--- src/rtl/seq_det_pkg.sv ---
// Shared types and constants for the 1010 detector path: serializer state encoding,
// default word width and the detector pattern.
package seq_det_pkg;

  typedef enum logic [1:0] {
    IDLE   = 2'b00,
    SHIFT  = 2'b01,
    PARITY = 2'b10
  } state_e;

  localparam int DEFAULT_WIDTH = 8;

  localparam logic [3:0] DET_PATTERN = 4'b1010;

endpackage

--- src/rtl/seq_bit_serializer.sv ---
// Parallel-to-serial front end for the 1010 detector; back-to-back words leave with no gap.
// Optional even-parity trailer bit per word when SERIAL_PARITY_EN is defined.
module seq_bit_serializer
  import seq_det_pkg::*;
#(
  parameter int WIDTH     = DEFAULT_WIDTH,
  parameter int MSB_FIRST = 1
) (
  input  logic             clk,
  input  logic             rst,
  input  logic [WIDTH-1:0] in_data_i,
  input  logic             in_valid_i,
  output logic             in_ready_o,
  output logic             dout_o,
  output logic             dout_valid_o,
  output logic             busy_o
);

  // state  | meaning
  // IDLE   | line quiet, ready for a word
  // SHIFT  | driving data bit[count], count == WIDTH-1 is the last one
  // PARITY | driving the even-parity bit of the current word

  localparam int             CW       = $clog2(WIDTH + 1);
  localparam logic [CW-1:0]  LAST_IDX = CW'(WIDTH - 1);

  state_e           state_q, state_d;
  logic [WIDTH-1:0] shreg_q, shreg_d;
  logic [CW-1:0]    count_q, count_d;
  logic             dout_q, dout_d;
  logic             dout_valid_q, dout_valid_d;
  logic             busy_q, busy_d;
  logic             accept;
  logic             at_last;
`ifdef SERIAL_PARITY_EN
  logic             parity_q, parity_d;
`endif

  function automatic logic head_bit(input logic [WIDTH-1:0] w);
    return (MSB_FIRST != 0) ? w[WIDTH-1] : w[0];
  endfunction

  function automatic logic [WIDTH-1:0] advance(input logic [WIDTH-1:0] w);
    return (MSB_FIRST != 0) ? (w << 1) : (w >> 1);
  endfunction

  assign at_last = (count_q == LAST_IDX);
  assign accept  = in_valid_i & in_ready_o;

  always_ff @(posedge clk) begin
    if (rst) begin
      state_q      <= IDLE;
      shreg_q      <= '0;
      count_q      <= '0;
      dout_q       <= 1'b0;
      dout_valid_q <= 1'b0;
      busy_q       <= 1'b0;
`ifdef SERIAL_PARITY_EN
      parity_q     <= 1'b0;
`endif
    end else begin
      state_q      <= state_d;
      shreg_q      <= shreg_d;
      count_q      <= count_d;
      dout_q       <= dout_d;
      dout_valid_q <= dout_valid_d;
      busy_q       <= busy_d;
`ifdef SERIAL_PARITY_EN
      parity_q     <= parity_d;
`endif
    end
  end

  always_comb begin
    state_d = state_q;
    case (state_q)
      IDLE: begin
        if (accept) state_d = SHIFT;
      end
      SHIFT: begin
        if (at_last) begin
`ifdef SERIAL_PARITY_EN
          state_d = PARITY;
`else
          state_d = accept ? SHIFT : IDLE;
`endif
        end
      end
`ifdef SERIAL_PARITY_EN
      PARITY: begin
        state_d = accept ? SHIFT : IDLE;
      end
`endif
      default: state_d = IDLE;
    endcase
  end

  // The final cycle of a word is the zero-gap reload window.
  always_comb begin
    in_ready_o = 1'b0;
    case (state_q)
      IDLE:    in_ready_o = 1'b1;
`ifdef SERIAL_PARITY_EN
      SHIFT:   in_ready_o = 1'b0;
      PARITY:  in_ready_o = 1'b1;
`else
      SHIFT:   in_ready_o = at_last;
`endif
      default: in_ready_o = 1'b0;
    endcase
  end

  // The shift register holds the bits not yet on dout; dout_q is the bit on the line now.
  always_comb begin
    shreg_d      = shreg_q;
    count_d      = count_q;
    dout_d       = 1'b0;
    dout_valid_d = 1'b0;
    busy_d       = 1'b0;
`ifdef SERIAL_PARITY_EN
    parity_d     = parity_q;
`endif
    if (accept) begin
      shreg_d      = advance(in_data_i);
      count_d      = '0;
      dout_d       = head_bit(in_data_i);
      dout_valid_d = 1'b1;
      busy_d       = 1'b1;
`ifdef SERIAL_PARITY_EN
      parity_d     = ^in_data_i;
`endif
    end else if (state_q == SHIFT && !at_last) begin
      shreg_d      = advance(shreg_q);
      count_d      = count_q + CW'(1);
      dout_d       = head_bit(shreg_q);
      dout_valid_d = 1'b1;
      busy_d       = 1'b1;
    end
`ifdef SERIAL_PARITY_EN
    else if (state_q == SHIFT) begin
      shreg_d      = '0;
      count_d      = count_q + CW'(1);
      dout_d       = parity_q;
      dout_valid_d = 1'b1;
      busy_d       = 1'b1;
    end
`endif
    else begin
      shreg_d = '0;
      count_d = '0;
    end
  end

  assign dout_o       = dout_q;
  assign dout_valid_o = dout_valid_q;
  assign busy_o       = busy_q;

endmodule

--- config.mk ---
export PLATFORM = sky130hd
export DESIGN_NAME = seq_bit_serializer
export DESIGN_NICKNAME = d
export VERILOG_FILES = /design/src/rtl/seq_det_pkg.sv /design/src/rtl/seq_bit_serializer.sv
export SDC_FILE = /design/constraint.sdc
export NUM_CORES = 1
export LEC_CHECK = 0
export ABC_AREA = 1
export BUFFER_PORTS_ARGS = -buffer_cell sky130_fd_sc_hd__buf_2
export CORE_AREA = 2 2 39 41
export DETAILED_ROUTE_END_ITERATION = 8
export DIE_AREA = 0 0 41 43
export GPL_TIMING_DRIVEN = 1
export PLACE_DENSITY_LB_ADDON = 0.05
export SYNTH_ARGS = -nofsm -noshare
export SYNTH_HDL_FRONTEND = slang
export SYNTH_SLANG_ARGS = --single-unit
--- constraint.sdc ---
create_clock -name clk -period 1.15 [get_ports clk]
set_input_delay 0.115 -clock clk [delete_from_list [all_inputs] [get_ports clk]]
set_output_delay 0.115 -clock clk [all_outputs]
set_load 0.03 [all_outputs]
==> impl_metrics.tcl <==
set metrics [dict create \
    cts_tree "built" \
    skew_ns 0.002333 \
    ys_seq_area_share_pct 49.45 \
    clockBufferDepth 2 \
    top_layer "met4" \
    hold_depth 3 \
    syn-cell-area_um2 566.8 \
    ant_nets 0 \
    antenna_found_initial 0 \
    synth_seq_cells 14 \
    cp-end-kind "output pin" \
    worstPathArrival_ns 1.07 \
    worstReg2RegEnd "shreg_q[2]" \
    dr_wl_met2_um 495 \
    synth.distinct_cells 15 \
    synth.area.top_cells "dfxtp_1 (49%), nand4_1 (8.8%), nand2_1 (7.3%)" \
    synth_compound_area_share_pct 0 \
    grt_overflow_total 0 \
    die_w_um 41 \
    place_area_um2 701.9 \
    wl_met3_um 52 \
    synth_top_family_by_area "simple AND/OR/NAND/NOR gates" \
    diodes 0 \
    max_freq_mhz 845.9 \
    dr.pass1.iters 4 \
    register_area_um2 282.8 \
    h-tree-depth 1 \
    drv_slew 0 \
    pwr-share-clk_pct 26.9 \
    min_path_type "in2reg" \
    path_class "reg2out" \
    cp-start-kind "flop" \
    port_buffers 14 \
    p_comb_share_pct 16.9 \
    initial_utilization_pct 40.96 \
    area_delta_synth_final_pct 34.66 \
    layout_commonest_cell "buf_2" \
    ir_worst_vdd_mv 0.6823 \
    powerDensity_nw_per_um2 1241 \
    syn_area_per_cell_um2 9.447 \
    syn-instance-count 60 \
    clock_latency_ns 0.26 \
    yosysTopAreaCell "dfxtp_1" \
    slew_headroom_pct 74.38 \
    nFillCells 129 \
    r2r_slack_ns 0.01 \
    min_period_ns 1.182 \
    p_leak_nw 0.3746 \
    finalCritPeriodShare_pct 102.8 \
    drtIter0Drc 2 \
    multi_input_area_um2 267.8 \
    post-route-util_pct 55.15 \
    yosys-mux-area-fraction_pct 0 \
    hold_buffers 0 \
    ios 15 \
    cts_root_buf "clkbuf_4" \
    synth_nets 72 \
    yosys.area_share.simple_pct 40.84 \
    setup_ws_ns -0.03215 \
    cap_violations 0 \
    synth_top_area_share_pct 49.45 \
    final_area_um2 763.2 \
    drcViolationCount 0 \
    layout_common_cells "buf_2 (13), dfxtp_1 (12), nand2_1 (11)" \
    yosysWarnings 0 \
    die_y_um 43 \
    holdPathEnd "shreg_q[4]" \
    die-area_um2 1763 \
    wl_met1_um 428 \
    p_switching_mw 0.2442 \
    path_clk_slew_ns 0.08 \
    rows 14 \
    synth-xor-area-share_pct 1.545 \
    drive_gt1_share_pct 43.53 \
    vias 493 \
    first_global_vias 438 \
    dp_hpwl_um 741.8 \
    grtUsageTotal_pct 14.59 \
    seqPwrFrac_pct 56.3 \
    worst_pin_slew_ns 0.3837 \
    hold_ws_ns 0.06662 \
    finalHoldViolCount 0 \
    synth_fa_ha_area_share_pct 2.208 \
    coreArea_um2 1384 \
    p_sw_share_pct 25.78 \
    wirelength_um 997 \
    worstRegToRegCells 6 \
    outcome "finished, violations left" \
    violations "setup timing" \
    setup_violations 1 \
    crit_required_ns 1.03 \
    wl_per_cell_um 9.871 \
    r2r_start "count_q[0]" \
    routed_via_density 4.881 \
    rsz0062_at_grt "yes" \
    internal-power_mw 0.7029 \
    cts_sinks 14 \
    hold_path_startpoint "in_data_i[3]" \
    cts_buffers 3 \
    grt_first_pass_wirelength_um 1690 \
    gp_congestion 0.7537 \
    worstPathMaxFanout 2 \
    nNetsFinal 99 \
    grt_max_degree 9 \
]
Yosys cell counts, drive strengths merged:
master  count
dfxtp      14
nand2      13
nand3      10
nand4       8
nor2        6
inv         5
buf         2
ha          1
xnor2       1
sequential cells by signal, summed over array words and instances (netlist names):
| signal | count |
|---|---|
| shreg_q | 7 |
| count_q | 4 |
| busy_o | 1 |
| dout_o | 1 |
| state_q | 1 |
per-stage QoR:
stage	setup TNS [ns]	power [mW]	cells	setup WS, ns
2_1_floorplan	0	0.6386	60	0.09353
3_3_place_gp	0	0.6881	96	0.05098
3_5_place_dp	0	0.6893	96	0.02727
4_1_cts	-0.05726	0.9559	101	-0.05726
5_1_grt	-0.3800	1.006	101	-0.09104
6_report	-0.03215	0.9470	101	-0.03215
timing repair:
action,CTS,global route
gates resized for setup,6,1
setup endpoints to repair,1,10
buffers inserted,2,0
pin swaps,2,2
how the worst max path moves through the flow:
stage | start | to | slack (ns) | cells after the start
2_1_floorplan | count_q[0] | dout_o | 0.09 | 5
3_3_place_gp | count_q[0] | in_ready_o | 0.05 | 4
3_5_place_dp | count_q[0] | in_ready_o | 0.03 | 4
4_1_cts | count_q[1] | in_ready_o | -0.06 | 4
5_1_grt | count_q[0] | in_ready_o | -0.09 | 4
6_report | count_q[0] | in_ready_o | -0.03 | 4
cell families (layout without fill, tap and decap cells):
kind of cell  count (synthesis)  count (layout)
buf+inv                       7              32
flops                        14              14
xor+xnor                      1               1
simple gates                 37              37
fa+ha+maj                     1               1
power by group through the flow:
stage | clock (mW) | sequential (mW) | combinational, mW
floorplan | 0 | 0.543 | 0.0955
global placement | 0 | 0.543 | 0.145
detailed placement | 0 | 0.543 | 0.147
CTS | 0.264 | 0.533 | 0.159
global route | 0.294 | 0.537 | 0.174
finish | 0.254 | 0.533 | 0.160
per-layer routing:
| metal | vias to the layer above | global-route usage (%) |
|---|---|---|
| met5 | - | 0 |
| met2 | 10 | 21.88 |
| li1 | 253 | - |
| met4 | 0 | 10.00 |
| met3 | 2 | 4.712 |
| met1 | 228 | 16.56 |
critical path, stage by stage, from the launching register on:
cell and delay [ns]:
dfxtp_2 0.36, ha_4 0.15, nand3_4 0.10, nand2_8 0.07, buf_6 0.13
cell type report:
| class | instances | share of cell area [%] |
|---|---|---|
| flip-flops and latches | 14 | 37.05 |
| multi-input cells | 39 | 35.08 |
| repair buffers | 24 | 19.84 |
| clock buffers | 3 | 2.951 |
| well taps | 16 | 2.623 |
| inverters | 5 | 2.459 |
No activity file was read; power rests on OpenSTA's default activity.
